`src/rtl/cpu_pkg.sv`:
```
// Shared opcodes, instruction field positions, ALU operation and FSM state types
// for the multi-cycle cpu_core.
package cpu_pkg;

  localparam logic [7:0] OP_LOADI = 8'h00;
  localparam logic [7:0] OP_MOV   = 8'h01;
  localparam logic [7:0] OP_ADD   = 8'h02;
  localparam logic [7:0] OP_SUB   = 8'h03;
  localparam logic [7:0] OP_AND   = 8'h04;
  localparam logic [7:0] OP_OR    = 8'h05;
  localparam logic [7:0] OP_J     = 8'h06;
  localparam logic [7:0] OP_BEQ   = 8'h07;
  localparam logic [7:0] OP_HALT  = 8'hFF;

  localparam int OPC_LSB  = 24;
  localparam int DEST_LSB = 16;
  localparam int SRC1_LSB = 8;
  localparam int SRC2_LSB = 0;
  localparam int IMM_LSB  = 0;
  localparam int OFF_LSB  = 16;

  typedef enum logic [2:0] {
    PASS_IMM,
    PASS_B,
    ADD,
    AND,
    OR
  } alu_op_e;

  typedef enum logic [1:0] {
    ST_FETCH,
    ST_EXEC,
    ST_HALT
  } state_e;

endpackage

```
`src/rtl/cpu_alu.sv`:
```
// Combinational DATA_W-bit ALU; sub_i turns ADD into a two's-complement subtract.
module cpu_alu
  import cpu_pkg::*;
#(
  parameter int DATA_W = 8
) (
  input  alu_op_e           op_i,
  input  logic              sub_i,
  input  logic [DATA_W-1:0] a_i,
  input  logic [DATA_W-1:0] b_i,
  input  logic [DATA_W-1:0] imm_i,
  output logic [DATA_W-1:0] y_o
);

  logic [DATA_W-1:0] b_eff;

  always_comb begin
    // NOTE: every combinational output gets a default first so no path can infer a latch.
    y_o   = '0;
    b_eff = sub_i ? (~b_i + DATA_W'(1)) : b_i;
    unique case (op_i)
      PASS_IMM: y_o = imm_i;
      PASS_B:   y_o = b_i;
      ADD:      y_o = a_i + b_eff;
      AND:      y_o = a_i & b_i;
      OR:       y_o = a_i | b_i;
      default:  y_o = '0;
    endcase
  end

endmodule

```
`src/rtl/cpu_core.sv`:
```
// Multi-cycle FETCH/EXEC/HALT core with register file, decode and PC.
// Define CPU_BRANCH_EN to decode 0x06/0x07 as j/beq; otherwise they trap as illegal.
module cpu_core
  import cpu_pkg::*;
#(
  parameter int DATA_W  = 8,
  parameter int REG_CNT = 8,
  parameter int PC_W    = 32,
  parameter int PC_STEP = 4
) (
  input  logic              clk,
  input  logic              rst,
  input  logic [31:0]       instruction,
  input  logic              instr_valid,
  output logic              instr_ready,
  output logic [PC_W-1:0]   pc,
  output logic              wb_en,
  output logic [2:0]        wb_addr,
  output logic [DATA_W-1:0] wb_data,
  output logic              halted,
  output logic              illegal
);

  localparam int ADDR_W = (REG_CNT > 1) ? $clog2(REG_CNT) : 1;

  state_e            state_q, state_d;
  logic [PC_W-1:0]   pc_q, pc_d;
  logic [31:0]       instr_q;
  logic [DATA_W-1:0] regs_q [REG_CNT];
  logic              wb_en_q, wb_en_d;
  logic [2:0]        wb_addr_q, wb_addr_d;
  logic [DATA_W-1:0] wb_data_q, wb_data_d;
  logic              illegal_q, illegal_d;
  logic              reg_we;

  logic [7:0]        opcode;
  logic [ADDR_W-1:0] dest_a, src1_a, src2_a;
  logic [DATA_W-1:0] rs1, rs2, imm_ext, alu_y;
  logic [PC_W-1:0]   pc_seq, pc_exec;
  alu_op_e           alu_op;
  logic              alu_sub, op_writes, op_illegal, op_halt;
  logic              unused_instr;

  assign opcode  = instr_q[OPC_LSB +: 8];
  assign dest_a  = instr_q[DEST_LSB +: ADDR_W];
  assign src1_a  = instr_q[SRC1_LSB +: ADDR_W];
  assign src2_a  = instr_q[SRC2_LSB +: ADDR_W];
  assign rs1     = regs_q[src1_a];
  assign rs2     = regs_q[src2_a];
  assign imm_ext = DATA_W'($signed(instr_q[IMM_LSB +: 8]));
  assign pc_seq  = pc_q + PC_W'(PC_STEP);
  // Field bits not decoded in every configuration are deliberately ignored.
  assign unused_instr = ^instr_q;

`ifdef CPU_BRANCH_EN
  logic [PC_W-1:0] br_target;
  logic            rs_equal;
  assign br_target = pc_seq + PC_W'($signed(instr_q[OFF_LSB +: 8])) * PC_W'(PC_STEP);
  assign rs_equal  = (rs1 == rs2);
`endif

  cpu_alu #(.DATA_W(DATA_W)) u_alu (
    .op_i  (alu_op),
    .sub_i (alu_sub),
    .a_i   (rs1),
    .b_i   (rs2),
    .imm_i (imm_ext),
    .y_o   (alu_y)
  );

  always_comb begin
    alu_op     = PASS_IMM;
    alu_sub    = 1'b0;
    op_writes  = 1'b0;
    op_illegal = 1'b0;
    op_halt    = 1'b0;
    pc_exec    = pc_seq;
    case (opcode)
      OP_LOADI: op_writes = 1'b1;
      OP_MOV:   begin alu_op = PASS_B; op_writes = 1'b1; end
      OP_ADD:   begin alu_op = ADD;    op_writes = 1'b1; end
      OP_SUB:   begin alu_op = ADD;    alu_sub = 1'b1; op_writes = 1'b1; end
      OP_AND:   begin alu_op = AND;    op_writes = 1'b1; end
      OP_OR:    begin alu_op = OR;     op_writes = 1'b1; end
`ifdef CPU_BRANCH_EN
      OP_J:     pc_exec = br_target;
      OP_BEQ:   if (rs_equal) pc_exec = br_target;
`endif
      OP_HALT:  begin op_halt = 1'b1; pc_exec = pc_q; end
      default:  op_illegal = 1'b1;
    endcase
  end

  always_comb begin
    state_d   = state_q;
    pc_d      = pc_q;
    wb_en_d   = 1'b0;
    wb_addr_d = wb_addr_q;
    wb_data_d = wb_data_q;
    illegal_d = illegal_q;
    reg_we    = 1'b0;
    case (state_q)
      ST_FETCH: if (instr_valid) state_d = ST_EXEC;
      ST_EXEC: begin
        pc_d    = pc_exec;
        state_d = op_halt ? ST_HALT : ST_FETCH;
        if (op_writes) begin
          reg_we    = 1'b1;
          wb_en_d   = 1'b1;
          wb_addr_d = 3'(dest_a);
          wb_data_d = alu_y;
        end
        if (op_illegal) illegal_d = 1'b1;
      end
      ST_HALT:  state_d = ST_HALT;
      default:  state_d = ST_FETCH;
    endcase
  end

  always_ff @(posedge clk or negedge rst) begin
    // NOTE: sequential state uses non-blocking assignments so all registers update together.
    if (!rst) begin
      state_q   <= ST_FETCH;
      pc_q      <= '0;
      instr_q   <= '0;
      wb_en_q   <= 1'b0;
      wb_addr_q <= '0;
      wb_data_q <= '0;
      illegal_q <= 1'b0;
    end else begin
      state_q   <= state_d;
      pc_q      <= pc_d;
      wb_en_q   <= wb_en_d;
      wb_addr_q <= wb_addr_d;
      wb_data_q <= wb_data_d;
      illegal_q <= illegal_d;
      if (state_q == ST_FETCH && instr_valid) instr_q <= instruction;
    end
  end

  // NOTE: the register file is reset because software relies on every register reading 0 after reset.
  always_ff @(posedge clk or negedge rst) begin
    if (!rst) begin
      for (int i = 0; i < REG_CNT; i++) regs_q[i] <= '0;
    end else if (reg_we) begin
      regs_q[dest_a] <= alu_y;
    end
  end

  // Ready is gated by reset so it reads 0 while reset is held, even though the state is FETCH.
  assign instr_ready = (state_q == ST_FETCH) && rst;
  assign pc          = pc_q;
  assign wb_en       = wb_en_q;
  assign wb_addr     = wb_addr_q;
  assign wb_data     = wb_data_q;
  assign halted      = (state_q == ST_HALT);
  assign illegal     = illegal_q;

endmodule
```
`config.mk`:
```
export PLATFORM = sky130hd
export DESIGN_NAME = cpu_core
export DESIGN_NICKNAME = d
export VERILOG_FILES = /design/src/rtl/cpu_pkg.sv /design/src/rtl/cpu_alu.sv /design/src/rtl/cpu_core.sv
export SDC_FILE = /design/constraint.sdc
export NUM_CORES = 1
export LEC_CHECK = 0
export CORE_ASPECT_RATIO = 0.8
export CORE_MARGIN = 10
export CORE_UTILIZATION = 25
export CTS_BUF_LIST = sky130_fd_sc_hd__clkbuf_4 sky130_fd_sc_hd__clkbuf_8
export DETAILED_ROUTE_END_ITERATION = 12
export GPL_TIMING_DRIVEN = 0
export PLACE_DENSITY = 0.48
export SLEW_MARGIN = 0
export SYNTH_ARGS = -nofsm -noshare
export SYNTH_HDL_FRONTEND = slang
export SYNTH_SLANG_ARGS = --single-unit
```
`constraint.sdc`:
```
create_clock -name clk -period 5.1 [get_ports clk]
set_clock_uncertainty 0.2 [all_clocks]
set_input_delay 1.02 -clock clk [delete_from_list [all_inputs] [get_ports clk]]
set_output_delay 1.02 -clock clk [all_outputs]
set_load 0.05 [all_outputs]
```
==> run_results.csv <==
group,metric,value,unit
status,outcome,"finished, final reports clean",
place,placement.cell_area,8243,sq um
power_and_ir_drop,cellPowerDensity,372.4,nW/um^2
power_and_ir_drop,ir_drop,223.7,uV
worst_setup_path,critical_path.startpoint_type,"flip-flop",
yosys,netlist_area,7049,sq um
floorplanning,num_rows,54,
routing,detailedRoute.firstPassIterationCount,5,
yosys,synth_top_cell_area_share,0.4650,
yosys,ys.flop_type,"dfrtp_1",
clocking,cts_tree,"yes",
yosys,synth-seq-cells,131,
clocking,clk-insertion-delay-late,0.46,ns
clocking,cts.root.buffer_cell,"clkbuf_8",
floorplanning,core_area,27500,sq um
power_and_ir_drop,clkPwrFrac,0.272,
sta,setup_repair_after_global_routing_missed_its_margin,"false",
place,dp_cell_count,1098,
yosys,yosysTopAreaCell,"dfrtp_1",
clocking,cts_inserted_buffers,17,
worst_setup_path,worst_reg2reg_path_startpoint,"instr_q[29]",
place,io_buffers,69,
floorplanning,ioPinCount,82,
sta,fin_crit,4.792,ns
yosys,async_reset_ff_frac,1.000,
min_path,hold_path.class,"in2async",
sta,clock.fmax,208.7,MHz
clocking,post_cts_resize_count,0,
finish,layout-drive-gt1-share,0.1481,
yosys,netlist_instances,660,
global_route,grt_start_max_net_pins,85,
place,place.gp.congestion,0.8313,
worst_setup_path,cp_data_required_time,5.19,ns
yosys,synth.top_cells.by_count,"dfrtp_1, nand2_1, nor2_1",
clocking,clock-sinks,131,
finish,antenna_cells,0,
floorplanning,die_w,207.7,um
worst_setup_path,setup.worst_path.end_class,"flip-flop",
worst_setup_path,worstSetupStartpoint,"instr_q[29]",
finish,layout.filler_cells,2841,
finish,layout-area-overhead-vs-synth,22.70,%
job,timing.max_cap.violations,0,
worst_setup_path,crit_arrival,4.88,ns
floorplanning,dieHeight,170.2,um
finish,postLayoutCoreUtil,0.3145,
yosys,ys_types,53,
finish,instances_no_fill,1134,
routing,drt-initial-drc-count,445,
sta,timing_hold_violations_final,0,
clocking,clk_pin_slew_worst_paths,0.10,ns
sta,final_setup_fails,0,
yosys,synth_area_leaders,"dfrtp_1, mux4_2, mux2_2",
sta,slew-limit-headroom,0.4632,
floorplanning,initial_core_utilization,0.2563,
sta,final_min_period_over_clock_period,0.9397,
yosys,synth_enable_flop_cells,0,
yosys,ys.warnings.count,0,
routing,finalWirelength,20.57,mm
power_and_ir_drop,power.static_leakage,3.748,nW
global_route,grt_antenna_before_repair,0,
global_route,grt_first_pass_wirelength,32.45,mm
sta,fin_worst_hold_slack,0.2764,ns
power_and_ir_drop,internal_power,0.001989,W
power_and_ir_drop,p_sw_frac,0.3825,
floorplanning,die-area,35360,sq um
global_route,grt_total_ovfl,0,
power_and_ir_drop,pwr-share-comb,0.319,
yosys,synth.most_common_cell,"dfrtp_1",
routing,num_vias,5341,
clocking,ctsHtreeMaxLevel,4,
power_and_ir_drop,netSwitchingPower,0.001232,W
power_and_ir_drop,seq_power_share,0.410,
routing,avgRoutedWirePerCell,18.14,um
worst_setup_path,setup.worst_path.class,"reg2reg",
routing,routed_via_density,4.710,
finish,final_nets,804,
yosys,synth_area_per_inst,10.68,sq um
finish,finalInstanceArea,8650,sq um
worst_setup_path,crit_path_max_fanout,8,
yosys,yosysSeqAreaShare,0.4650,
sta,max_slew.worst_pin.slew,0.8015,ns
clocking,bufs_on_longest_clock_path,2,
place,half_perimeter_wire_length_after_detailed_placement,15.44,mm
routing,drc,0,
sta,final_max_slew_viol_count,0,
global_route,grt.total_usage,0.1167,
routing,antenna_left,0,
global_route,via_count_of_the_first_global_routing_pass,5267,
-- sequential cells by signal (all words and copies together) (netlist names) --
register / flops
state_q: 2
regs_q: 64
wb_data: 8
pc: 30
wb_addr: 3
wb_en: 1
illegal: 1
instr_q: 22
-- power by group through the flow --
stage | Combinational [W] | Sequential (W) | Clock (W)
after CTS | 0.00103 | 0.00132 | 0.000901
after global routing | 0.00111 | 0.00134 | 0.000952
after global placement | 0.00102 | 0.00134 | 0
final | 0.00103 | 0.00132 | 0.000875
after floorplan | 0.000502 | 0.00150 | 0
after detailed placement | 0.00102 | 0.00134 | 0
-- routing by layer --
metal  up-vias  track usage  wire length [um]
li1       2567            -                 -
met1      2640       0.1762             11080
met2       127       0.1629              8479
met3         7      0.02817               914
met4         0      0.02358               100
met5         -            0                 0
-- worst paths after layout --
check                      cells after the start  slack, ns     endpoint
min reg2reg                                    1       0.28       pc[31]
max reg2reg                                   15       0.31   regs_q[31]
max                                           15       0.31   regs_q[31]
min in group clk                               1       0.28       pc[31]
min                                            1       0.28   wb_data[4]
max in group asynchronous                      2       3.59  instr_q[10]
-- cell families (layout without fill, tap and decap cells) --
| family | after synthesis | in the layout | share of synthesized area |
|---|---|---|---|
| adders and majority gates | 14 | 14 | 0.02538 |
| and+or+nand+nor | 235 | 235 | 0.1512 |
| AOI/OAI and AO/OA | 112 | 112 | 0.09691 |
| buffers and inverters | 55 | 164 | 0.03639 |
| DFF | 131 | 131 | 0.4650 |
| muxes | 73 | 73 | 0.1761 |
| xor gates and xnor gates | 39 | 39 | 0.04846 |
| other | 1 | 2 | 0.0005320 |
-- through the flow --
stage	setup slack (ns)	power, W	setup TNS, ns
2_1_floorplan	1.282	0.001998	0
3_3_place_gp	-3.547	0.002351	-370.84
3_5_place_dp	0.2494	0.002359	0
4_1_cts	0.2083	0.003248	0
5_1_grt	0.09448	0.003409	0
6_report	0.3077	0.003221	0
-- area by class of cell --
type / count / area [sq um] / area share
tap: 364 / 455.4 / 0.05265
inverter: 18 / 67.56 / 0.007811
multi-input combinational: 475 / 3518 / 0.4068
clock buffer: 17 / 234.0 / 0.02705
sequential: 131 / 3278 / 0.3790
clock inverter: 15 / 147.6 / 0.01707
buffer: 37 / 188.9 / 0.02184
timing repair buffer: 77 / 759.5 / 0.08781
-- critical path: stages (launching register included) --
cell,delay (ns)
dfrtp_1,0.41
or4_1,0.56
nor2_1,0.27
and3_1,0.19
clkbuf_1,0.39
nand2_1,0.20
nor2_1,0.19
xnor2_1,0.11
ha_1,0.34
a21oi_1,0.09
a21boi_0,0.26
o21ai_0,0.20
a21o_1,0.23
and2_1,0.17
a31oi_1,0.63
a31oi_1,0.18
-- cells in the final DEF (no fill, tap or decap), types with 16 or more instances in the layout --
cell type,n
o21ai_0,41
a21oi_1,34
clkbuf_1,22
clkdlybuf4s50_1,68
nor2_1,65
xnor2_1,28
nand3_1,23
mux4_2,19
nand2_1,88
inv_1,18
dfrtp_1,131
clkbuf_8,17
mux2_2,33
nor3_1,16
-- timing repair --
item                                    in CTS  in global routing
endpoints found under the setup margin       0                 14
hold buffers                                 0                  0
endpoints found under the hold margin        0                  0
buffers inserted                             0                  2
No activity file was read; power rests on OpenSTA's default activity.
==> RTL change 1, RTL diff (config.mk and constraints unchanged) <==
Encoding of `state_e`: now one-hot (3 bits for 3 states).
--- a/src/rtl/cpu_pkg.sv
+++ b/src/rtl/cpu_pkg.sv
@@ -29,6 +29,6 @@
 
-  typedef enum logic [1:0] {
-    ST_FETCH,
-    ST_EXEC,
-    ST_HALT
+  typedef enum logic [2:0] {
+    ST_FETCH = 3'b001,
+    ST_EXEC  = 3'b010,
+    ST_HALT  = 3'b100
   } state_e;
Check against the original RTL: same outputs for any inputs over 4 cycles, from zero or initial values and one cycle with rst low; so few cycles prove little.
==> RTL change 1 against the unedited design <==
Design area up 1.8%. Worst setup slack better by 0.11 ns. Core utilization down 0.33 points. Routed wire length up 3.1%. Sequential cell count up 1. Power down 6.6%. Synthesized area up 1.6%. Critical endpoint is now regs_q[36]. Sequential share of layout area down 0.36 points. Via count down 0.28%.
==> RTL change 1: results (changes against the unedited design) <==
{| class="wikitable"
! Metric !! Value
|-
| Leakage || 3.77 nW (+0.53%)
|-
| Worst flop-to-flop path endpoint || regs_q[36]
|-
| Seq_cells || 132 (+0.76%)
|-
| Clock-pin slew on the worst setup and hold paths || 0.08 ns (-0.02 ns)
|-
| Power drawn by the clock network || 0.956 mW (+9.3%)
|-
| Routed Wire Length || 21200 µm (+3.1%)
|-
| Synth top cells by count || sky130_fd_sc_hd__dfrtp_1, sky130_fd_sc_hd__nand2_1, sky130_fd_sc_hd__mux2_2
|-
| Number of instances in the placed design || 1079 (-1.7%)
|-
| Number of global-route vias before repair || 5367 (+1.9%)
|-
| Sequential element share of the synthesized area || 46.1% (-0.38 points)
|-
| Met3 global-route usage || 3.81% (+0.99 points)
|-
| Length in cells of the worst reg-to-reg path || 16 (+1)
|-
| Largest fanout of any net on the critical path || 10 (+2)
|-
| Multi-input combinational cell count || 455 (-4.2%)
|-
| Startpoint of the lowest-slack register-to-register path || instr_q[1]
|-
| Final-stage net count || 776 (-3.5%)
|-
| Cells after synthesis || 635 (-3.8%)
|-
| Share of post-route cells with drive strength above 1 || 17.7% (+2.9 points)
|-
| Slowest cell on the critical path || sky130_fd_sc_hd__a222oi_1
|-
| Detail Placement HPWL || 15700 µm (+1.5%)
|-
| Number of vias in the routed layout || 5326 (-0.28%)
|-
| Final non-clock buffer share || 10.3% (-0.66 points)
|-
| Sequential group share of total power || 40.5% (-0.5 points)
|-
| Last weighted congestion value of the routability-driven placer || 0.848 (+2.0%)
|-
| Net switching fraction of the power || 34.5% (-3.8 points)
|-
| Classification of the worst-slack hold path || reg -> reg
|-
| Total area of multi-input combinational cells || 3650 µm² (+3.7%)
|-
| Largest vdd supply drop || 0.207 mV (-7.3%)
|-
| Routed wl met2 || 8550 µm (+0.87%)
|-
| Number of fill cells in the layout || 2922 (+2.9%)
|-
| Result of the run || finished clean
|-
| Worst Setup Slack post-DPL || 0.156 ns (-0.0932 ns)
|-
| Clock buf count || 20 (+3)
|}
[RTL change 1: cell count changes in the layout (fill, tap and decap cells not counted), sizes merged, moves of 5 or more]
cell   change
mux2      +24
nand2     -19
nor2      -16
o21ai      -9
inv        -8
buf        -6
a21oi      -5
[RTL change 1: what timing repair did]
action                                  CTS  global route
gates resized for setup                   0             2
endpoints found under the setup margin    0            26
buffers inserted                          0             0
[RTL change 1: stage by stage]
step	total power [mW]	setup TNS, ns	cell area, µm²
5_1_grt	3.17	0	8800
6_report	3.01	0	8800
3_5_place_dp	2.07	0	8370
4_1_cts	3.04	0	8790
2_1_floorplan	1.76	0	7170
3_3_place_gp	2.06	-380.91	8320
[RTL change 1: kinds of logic after synthesis]
family,after synthesis,synth area share (%)
simple gates,200,13.0
flops,132,46.1
compound gates,100,8.73
mux,99,21.6
buf+inv,49,3.09
xor+xnor,38,4.65
fa+ha+maj,16,2.78
other cells,1,0.0523
==> RTL change 2, RTL diff (same settings) <==
Without the edit above. `DATA_W` is set to 8 in 2 places; all go to 7.
--- a/src/rtl/cpu_alu.sv
+++ b/src/rtl/cpu_alu.sv
@@ -4,3 +4,3 @@
 #(
-  parameter int DATA_W = 8
+  parameter int DATA_W = 7
 ) (
--- a/src/rtl/cpu_core.sv
+++ b/src/rtl/cpu_core.sv
@@ -5,3 +5,3 @@
 #(
-  parameter int DATA_W  = 8,
+  parameter int DATA_W  = 7,
   parameter int REG_CNT = 8,
Interface: changed (resized wb_data); port bits go from 82 to 81. No check against the original RTL was run, so the function may have changed too.
==> RTL change 2 against the unedited design <==
Power is 0.37% lower. Sequential cell count down 10. Worst setup slack improved by 0.30 ns. Core utilization increased by 0.40 points. Routed wire length shrank 14%. Synthesized area is 7.7% lower. Design area down 6.3%. Cell count fell by 8.9%.
==> RTL change 2: results (changes against the unedited design) <==
{| class="wikitable"
! Metric !! Value
|-
| Result of the run || finished clean
|-
| Remaining max-slew budget at the tightest pin || 20.9% (-25 points)
|-
| Number of global-route vias before repair || 4846 (-8.0%)
|-
| Worst slack on hold paths || 0.266 ns (-0.0109 ns)
|-
| Global-route usage over all layers || 10.9% (-0.78 points)
|-
| Largest fanout of any net on the critical path || 10 (+2)
|-
| Clock insertion delay at the later pin of the skew report || 0.44 ns (-0.02 ns)
|-
| Largest net degree at the start of global routing || 66 (-22%)
|-
| Number of instances in the placed design || 1002 (-8.7%)
|-
| Top cells by area in the synthesized netlist || sky130_fd_sc_hd__dfrtp_1, sky130_fd_sc_hd__mux4_1, sky130_fd_sc_hd__a21oi_1
|-
| Synth Area in Adders || 2.65% (+0.12 points)
|-
| Crit-path max cell delay || 0.41 ns (-0.22 ns)
|-
| Classification of the worst-slack hold path || reg -> reg
|-
| Cells after synthesis || 582 (-12%)
|-
| Power drawn by the clock network || 1.01 mW (+15%)
|-
| Clock-pin slew on the worst setup and hold paths || 0.07 ns (-0.03 ns)
|-
| Number of vias in the routed layout || 4638 (-13%)
|-
| Worst R2R Setup Slack || 0.61 ns (+0.30 ns)
|-
| Slowest cell on the critical path || sky130_fd_sc_hd__xnor2_2
|-
| Number of vias per cell || 4.49 (-4.7%)
|-
| Synth top cells by count || sky130_fd_sc_hd__dfrtp_1, sky130_fd_sc_hd__nor2_1, sky130_fd_sc_hd__a21oi_1
|-
| Worst flop-to-flop path endpoint || regs_q[41]
|-
| Startpoint of the lowest-slack register-to-register path || instr_q[1]
|-
| Final-stage net count || 715 (-11%)
|-
| Net Sw Power || 1.11 mW (-9.8%)
|-
| Area fraction in compound gates after synthesis || 10.0% (+0.35 points)
|-
| Multiplexer share of the synthesized area || 18.2% (+0.56 points)
|-
| Relative contribution of the clock network to total power || 31.4% (+4.2 points)
|-
| DRT iter0 DRCs || 261 (-41%)
|-
| Area share of xor/xnor cells in the synthesized design || 5.35% (+0.50 points)
|-
| Flip-flop count of the largest register, all copies and words added || 56 (-13%)
|-
| Largest vdd supply drop || 0.156 mV (-30%)
|-
| Sequential Power || 1.22 mW (-8%)
|-
| Synth cell types || 56 (+5.7%)
|-
| Placed inst area || 7650 µm² (-7.2%)
|-
| Last weighted congestion value of the routability-driven placer || 0.776 (-6.7%)
|-
| Arr. time, crit path || 4.59 ns (-0.29 ns)
|-
| Share of post-route cells with drive strength above 1 || 13.8% (-1.0 points)
|-
| Number of fill cells in the layout || 2637 (-7.2%)
|-
| Detail Placement HPWL || 13100 µm (-15%)
|-
| Layout Area Growth over Synthesis || 24.5%
|-
| Sequential element share of the synthesized area || 46.5% (about the same)
|-
| Leakage || 3.46 nW (-7.7%)
|}
==> RTL change 2: worst max path at each step <==
stage | slack, ns | depth (start not counted) | from | to
final | 0.61 | 15 | instr_q[1] | regs_q[41]
after global routing | 0.34 | 15 | instr_q[1] | regs_q[41]
after CTS | 0.64 | 14 | instr_q[1] | regs_q[26]
after detailed placement | 0.64 | 14 | instr_q[1] | regs_q[26]
after global placement | -3.29 | 3 | rst | instr_ready
after floorplan | 1.44 | 14 | instr_q[0] | regs_q[12]
==> RTL change 2: layout make-up <==
cell class / instances / area share, %
tap: 351 / 5.42
multi-input combinational: 415 / 40.0
clock inverter: 12 / 2.45
buffer: 37 / 2.53
timing repair buffer: 68 / 8.63
sequential: 121 / 37.4
inverter: 10 / 0.463
clock buffer: 19 / 3.15
==> RTL change 2: per-layer routing <==
metal	track usage, %	wire length (µm)
met5	0	0
met3	2.99	876
met2	16.6	7940
met4	2.40	91
met1	15.1	8680
